### src/rtl/sine_nco_pkg.sv
// Shared widths, midscale constant and quadrant helpers for the sine NCO.
package sine_pkg;

   localparam int PHASE_W_DEF = 32;
   localparam int ADDR_W_DEF  = 8;
   localparam int DATA_W_DEF  = 32;

   localparam logic [DATA_W_DEF-1:0] MIDSCALE =
      {1'b1, {(DATA_W_DEF-1){1'b0}}};

   typedef enum logic [1:0] {
      Q0 = 2'd0,
      Q1 = 2'd1,
      Q2 = 2'd2,
      Q3 = 2'd3
   } quad_t;

   // Odd quadrants walk the quarter-wave table backwards.
   function automatic logic [ADDR_W_DEF-1:0] rom_addr(
      input quad_t                 q,
      input logic [ADDR_W_DEF-1:0] idx
   );
      unique case (q)
         Q1, Q3:  rom_addr = ~idx;
         default: rom_addr = idx;
      endcase
   endfunction

endpackage

### src/rtl/sine_nco_phase_accumulator.sv
// Phase accumulator with shadowed frequency word applied on carry-out.
module phase_accumulator #(
   parameter int PHASE_W = 32,
   parameter int OUT_W   = 10
) (
   input  logic               clk,
   input  logic               rst,
   input  logic               i_en,
   input  logic [PHASE_W-1:0] i_fcw,
   input  logic               i_fcw_load,
   input  logic               i_phase_rst,
   output logic [OUT_W-1:0]   o_phase_msb,
   output logic               o_wrap,
   output logic               o_fcw_pending
);

   logic [PHASE_W-1:0] r_phase;
   logic [PHASE_W-1:0] r_fcw;
   logic [PHASE_W-1:0] r_shadow;
   logic               r_pending;
   logic               r_wrap;
   logic [PHASE_W:0]   w_sum;
   logic               w_carry;
   logic               w_apply;

   assign w_sum   = {1'b0, r_phase} + {1'b0, r_fcw};
   assign w_carry = i_en & ~i_phase_rst & w_sum[PHASE_W];
   assign w_apply = w_carry | i_phase_rst;

   always_ff @(posedge clk or posedge rst) begin
      if (rst) begin
         r_phase   <= '0;
         r_fcw     <= '0;
         r_shadow  <= '0;
         r_pending <= 1'b0;
         r_wrap    <= 1'b0;
      end else begin
         if (i_phase_rst)
            r_phase <= '0;
         else if (i_en)
            r_phase <= w_sum[PHASE_W-1:0];
         r_wrap <= w_carry;
         if (i_fcw_load)
            r_shadow <= i_fcw;
         // A load landing on the apply edge bypasses the shadow.
         if (w_apply)
            r_fcw <= i_fcw_load ? i_fcw : r_shadow;
         if (w_apply)
            r_pending <= 1'b0;
         else if (i_fcw_load)
            r_pending <= 1'b1;
      end
   end

   assign o_phase_msb   = r_phase[PHASE_W-1 -: OUT_W];
   assign o_wrap        = r_wrap;
   assign o_fcw_pending = r_pending;

endmodule

### src/rtl/sine_nco.sv
// Sine NCO: phase accumulator, quarter-wave ROM addressing, sign rebuild.
module sine_nco
   import sine_pkg::*;
#(
   parameter int PHASE_W = PHASE_W_DEF,
   parameter int ADDR_W  = ADDR_W_DEF,
   parameter int DATA_W  = DATA_W_DEF
) (
   input  logic               clk,
   input  logic               rst,
   input  logic               i_en,
   input  logic [PHASE_W-1:0] i_fcw,
   input  logic               i_fcw_load,
   input  logic               i_phase_rst,
   output logic [ADDR_W-1:0]  o_rom_addr,
   input  logic [DATA_W-1:0]  i_rom_data,
   output logic [DATA_W-1:0]  o_data,
   output logic               o_valid,
   output logic               o_wrap,
   output logic               o_fcw_pending
);

   localparam logic [DATA_W-1:0] MID =
      {1'b1, {(DATA_W-1){1'b0}}};

   logic [ADDR_W+1:0] w_phase;
   quad_t             w_quad;
   logic [ADDR_W-1:0] w_idx;
   logic [DATA_W-1:0] w_mag;
   logic              w_neg;

   logic [ADDR_W-1:0] r_addr;
   quad_t             r_quad1;
   quad_t             r_quad2;
   logic              r_v1;
   logic              r_v2;
   logic [DATA_W-1:0] r_data;
   logic              r_valid;

   phase_accumulator #(
      .PHASE_W (PHASE_W),
      .OUT_W   (ADDR_W + 2)
   ) u_acc (
      .clk           (clk),
      .rst           (rst),
      .i_en          (i_en),
      .i_fcw         (i_fcw),
      .i_fcw_load    (i_fcw_load),
      .i_phase_rst   (i_phase_rst),
      .o_phase_msb   (w_phase),
      .o_wrap        (o_wrap),
      .o_fcw_pending (o_fcw_pending)
   );

   assign w_quad = quad_t'(w_phase[ADDR_W+1 -: 2]);
   assign w_idx  = w_phase[ADDR_W-1:0];
   assign w_mag  = i_rom_data & ~MID;
   assign w_neg  = (r_quad2 == Q2) || (r_quad2 == Q3);

   always_ff @(posedge clk or posedge rst) begin
      if (rst) begin
         r_addr  <= '0;
         r_quad1 <= Q0;
         r_quad2 <= Q0;
         r_v1    <= 1'b0;
         r_v2    <= 1'b0;
         r_data  <= MID;
         r_valid <= 1'b0;
      end else begin
         r_addr  <= rom_addr(w_quad, w_idx);
         r_quad1 <= w_quad;
         r_v1    <= i_en & ~i_phase_rst;
         r_quad2 <= r_quad1;
         r_v2    <= r_v1;
         r_valid <= r_v2;
         // Magnitude is below midscale, so neither branch overflows.
         if (r_v2)
            r_data <= w_neg ? MID - w_mag : MID + w_mag;
      end
   end

   assign o_rom_addr = r_addr;
   assign o_data     = r_data;
   assign o_valid    = r_valid;

endmodule

### config.mk
export PLATFORM = sky130hd
export DESIGN_NAME = sine_nco
export DESIGN_NICKNAME = d
export VERILOG_FILES = /design/src/rtl/sine_nco_pkg.sv /design/src/rtl/sine_nco_phase_accumulator.sv /design/src/rtl/sine_nco.sv
export SDC_FILE = /design/constraint.sdc
export NUM_CORES = 1
export LEC_CHECK = 0
export BUFFER_PORTS_ARGS = -buffer_cell sky130_fd_sc_hd__buf_2
export CORE_MARGIN = 2
export CORE_UTILIZATION = 45
export DETAILED_ROUTE_END_ITERATION = 7
export HOLD_SLACK_MARGIN = 0.05
export PLACE_DENSITY = 0.68
export SYNTH_ARGS = -nofsm -noshare
export SYNTH_HDL_FRONTEND = slang
export SYNTH_SLANG_ARGS = --single-unit
### constraint.sdc
create_clock -name clk -period 4.2 [get_ports clk]
set_input_delay 0.42 -clock clk [delete_from_list [all_inputs] [get_ports clk]]
set_output_delay 0.42 -clock clk [all_outputs]
set_load 0.01 [all_outputs]
==> impl_metrics.csv <==
group,metric,value,unit
clocking,postCtsHoldBufs,0,
setup_path,regToRegStartpoint,"u_acc.r_phase[0]$_DFFE_PP0P_",
placement,dp_hpwl,11.3,mm
setup_path,ff2ff_path_depth,11,
clocking,cts_resized,0,
setup_path,slowest_delay,0.44,ns
yosys,ys_types,69,
floorplan,fp.dieH,134,µm
placement,place_congestion,0.891,
timing,finalHoldViolCount,0,
layout,nNetsFinal,916,
setup_path,critical_path_class,"flop to flop",
floorplan,die_x,134,µm
floorplan,start_util,46.0,%
timing,rsz0062_at_grt,"false",
clocking,cts.sinks,143,
yosys,yosysWarnings,0,
power,peakVddDrop,0.000303,V
yosys,async_flop_share,100,%
timing,slew_violations,0,
placement,place_ws,0.739,ns
global_route,grt_antenna_before_repair,0,
clocking,cts.reportedPaths.clkPinSlew,0.06,ns
clocking,htree_levels,4,
setup_path,crit_chain,"ha_1 > fa_1 > a211oi_1 > o21ai_0 > o21ai_0 > a21oi_1 > o2111a_1 > nand3b_1 > a31oi_4 > buf_4 > mux2_2",
timing,setup_viol,0,
setup_path,arrival,3.80,ns
global_route,grt_max_degree,71,
placement,place_inst,1014,
layout,final_cell_mix,"dfrtp_1 (141), buf_2 (110), nor2_1 (68), a21oi_1 (67), mux2_2 (65)",
setup_path,crit_path_end_kind,"flop",
layout,layout-drive-gt1-share,28.3,%
yosys,synthCells,710,
layout,area_growth,17.5,%
global_route,grt_usage,18.7,%
yosys,syn-cell-area,7640,µm²
timing,min_period,3.50,ns
setup_path,crit_top_cell,"o21ai_0",
floorplan,die_area,18000,µm²
route,drcViolationCount,0,
yosys,yosys.area_share.simple,11.3,%
power,p_leak,0.00409,µW
setup_path,critPathLaunchType,"flop",
clocking,cts_setup_buffers,0,
floorplan,core.rowCount,47,
timing,finalCritPeriodShare,83.3,%
clocking,root_buffer,"clkbuf_16",
min_path,hp-class,"input port to asynchronous set/reset pin",
setup_path,r2r_end,"u_acc.r_fcw[22]$_DFFE_PP0P_",
route,avgViaCountPerCell,5.37,
route,dr.pass1.iters,4,
clocking,clkLatencyLatePin,0.42,ns
setup_path,reg2reg_setup_slack,0.70,ns
global_route,grt_pass1_wl,27.1,mm
yosys,synth_ff_type,"dfrtp_1",
yosys,synth_edf_count,0,
floorplan,core,16600,µm²
route,vias,5619,
placement,portBuffers,110,
layout,fin_cells,1046,
layout,final_common_cell,"dfrtp_1",
route,ant_nets,0,
global_route,gr-total-overflow,0,
yosys,ys_seq_elements,143,
yosys,synthAdderAreaFrac,5.67,%
global_route,grt_pass1_vias,5570,
yosys,ys_seq_area_share,46.9,%
power,powerDensity,617,nW/µm²
global_route,grt.met2_usage,30.1,%
route,drt_iter0_drc,272,
route,wl_per_cell,15.2,µm
timing,skew,0.00865,ns
timing,max_slew_margin,33.2,%
timing,fmax,286,MHz
timing,setup_ws,0.701,ns
global_route,top_usage_layer,"met2",
setup_path,slowest_stage,"fa_1",
route,drt-total-wl,15.9,mm
timing,worst_pin_slew,1.00,ns
global_route,met1_usage,25.1,%
clocking,cts_buffers,17,
yosys,synth_top_family_by_area,"compound AO/OA/AOI/OAI gates",
clocking,cts_tree,"built",
yosys,synth_compound_area_share,14.1,%
setup_path,cp.required,4.50,ns
floorplan,io_pins,112,
yosys,synth_xor_xnor_area_share,7.11,%
layout,antenna_cells,0,
setup_path,crit_fanout,17,
timing,final.setup.tns,0,ns
yosys,syn-num-nets,813,
global_route,met3_usage,3.55,%
yosys,yosys-mux-area-fraction,12.1,%
clocking,clockBufferDepth,2,
yosys,syn_area_per_cell,10.8,µm²
status,status,"finished clean",
job,cap_violations,0,
[worst max path at each step]
stage / to / startpoint / depth (start not counted)
2_1_floorplan: u_acc.r_fcw[0]$_DFFE_PP0P_ / u_acc.r_fcw[0]$_DFFE_PP0P_ / 11
3_3_place_gp: u_acc.r_fcw[16]$_DFFE_PP0P_ / u_acc.r_fcw[0]$_DFFE_PP0P_ / 11
3_5_place_dp: u_acc.r_fcw[22]$_DFFE_PP0P_ / u_acc.r_fcw[0]$_DFFE_PP0P_ / 11
4_1_cts: u_acc.r_fcw[22]$_DFFE_PP0P_ / u_acc.r_phase[0]$_DFFE_PP0P_ / 11
5_1_grt: u_acc.r_fcw[15]$_DFFE_PP0P_ / u_acc.r_phase[0]$_DFFE_PP0P_ / 11
6_report: u_acc.r_fcw[22]$_DFFE_PP0P_ / u_acc.r_phase[0]$_DFFE_PP0P_ / 11
[worst max-delay path: cells and delay by family, from the launching register on]
family                   cells  cell delay [ns]
AO/OA/AOI/OAI                6             1.45
adder cells (fa/ha/maj)      2             0.67
AND/OR/NAND/NOR              1             0.19
buffers and inverters        1             0.31
flip-flops                   1             0.38
multiplexers                 1             0.37
[kinds of logic (layout without fill, tap and decap cells)]
kind of cell | count (synthesis) | after routing
flops | 143 | 143
xor+xnor | 62 | 62
buf+inv | 46 | 162
mux | 84 | 84
fa+ha+maj | 34 | 34
compound gates | 170 | 170
simple gates | 171 | 171
[per-layer routing]
metal,up-vias,wire length [µm]
met5,-,0
li1,2760,-
met4,0,280
met1,2704,7490
met3,20,759
met2,135,7380
[Yosys cell counts (4+ instances only)]
cell / number / share of area, %
a211oi_1: 7 / 0.69
a21o_1: 12 / 1.2
a21oi_1: 67 / 4.4
a31oi_1: 4 / 0.33
and2_1: 4 / 0.33
clkbuf_1: 22 / 1.1
dfrtp_1: 142 / 47
ha_1: 33 / 5.4
inv_1: 15 / 0.74
mux2_2: 65 / 9.6
mux2i_1: 19 / 2.5
nand2_1: 41 / 2.0
nand2b_1: 6 / 0.49
nand3_1: 12 / 0.79
nand4_1: 4 / 0.33
nor2_1: 68 / 3.3
nor2b_1: 4 / 0.33
nor3_1: 4 / 0.26
nor3b_1: 4 / 0.39
o21ai_0: 36 / 2.4
o31ai_1: 10 / 0.98
o41ai_1: 4 / 0.46
xnor2_1: 16 / 1.8
xor2_1: 46 / 5.3
[per-stage QoR]
stage	power, µW	hold WS [ns]	area [µm²]	utilization [%]
after CTS	5580	0.155	8970	54.1
after detailed placement	3970	0.337	8350	50.3
after global routing	5930	0.207	8970	54.1
after global placement	3930	0.335	8350	50.3
after floorplan	3460	0.331	7640	-
final	5530	0.153	8970	54.1
[sequential cells by signal (all words and copies together), names as in the netlist]
| signal | flops |
|---|---|
| o_rom_addr | 8 |
| o_data | 32 |
| u_acc.r_fcw | 32 |
| u_acc.r_phase | 32 |
| o_valid | 1 |
| r_quad1 | 1 |
| r_quad2 | 1 |
| u_acc.r_shadow | 32 |
| r_v1 | 1 |
| u_acc.o_wrap | 1 |
| r_v2 | 1 |
| u_acc.o_fcw_pending | 1 |
[final cells by class]
cell class	count	area (µm²)
clock buffer	17	425
clock inverter	15	195
fill	1471	7610
inverter	15	60.1
multi-input combinational	521	3830
sequential	143	3580
tap	220	275
timing repair buffer	115	601
[power breakdown]
part	internal [µW]	switching, µW
Combinational	899	1150
Sequential	1710	216
Clock	990	572
(Power assumes the default switching activity.)
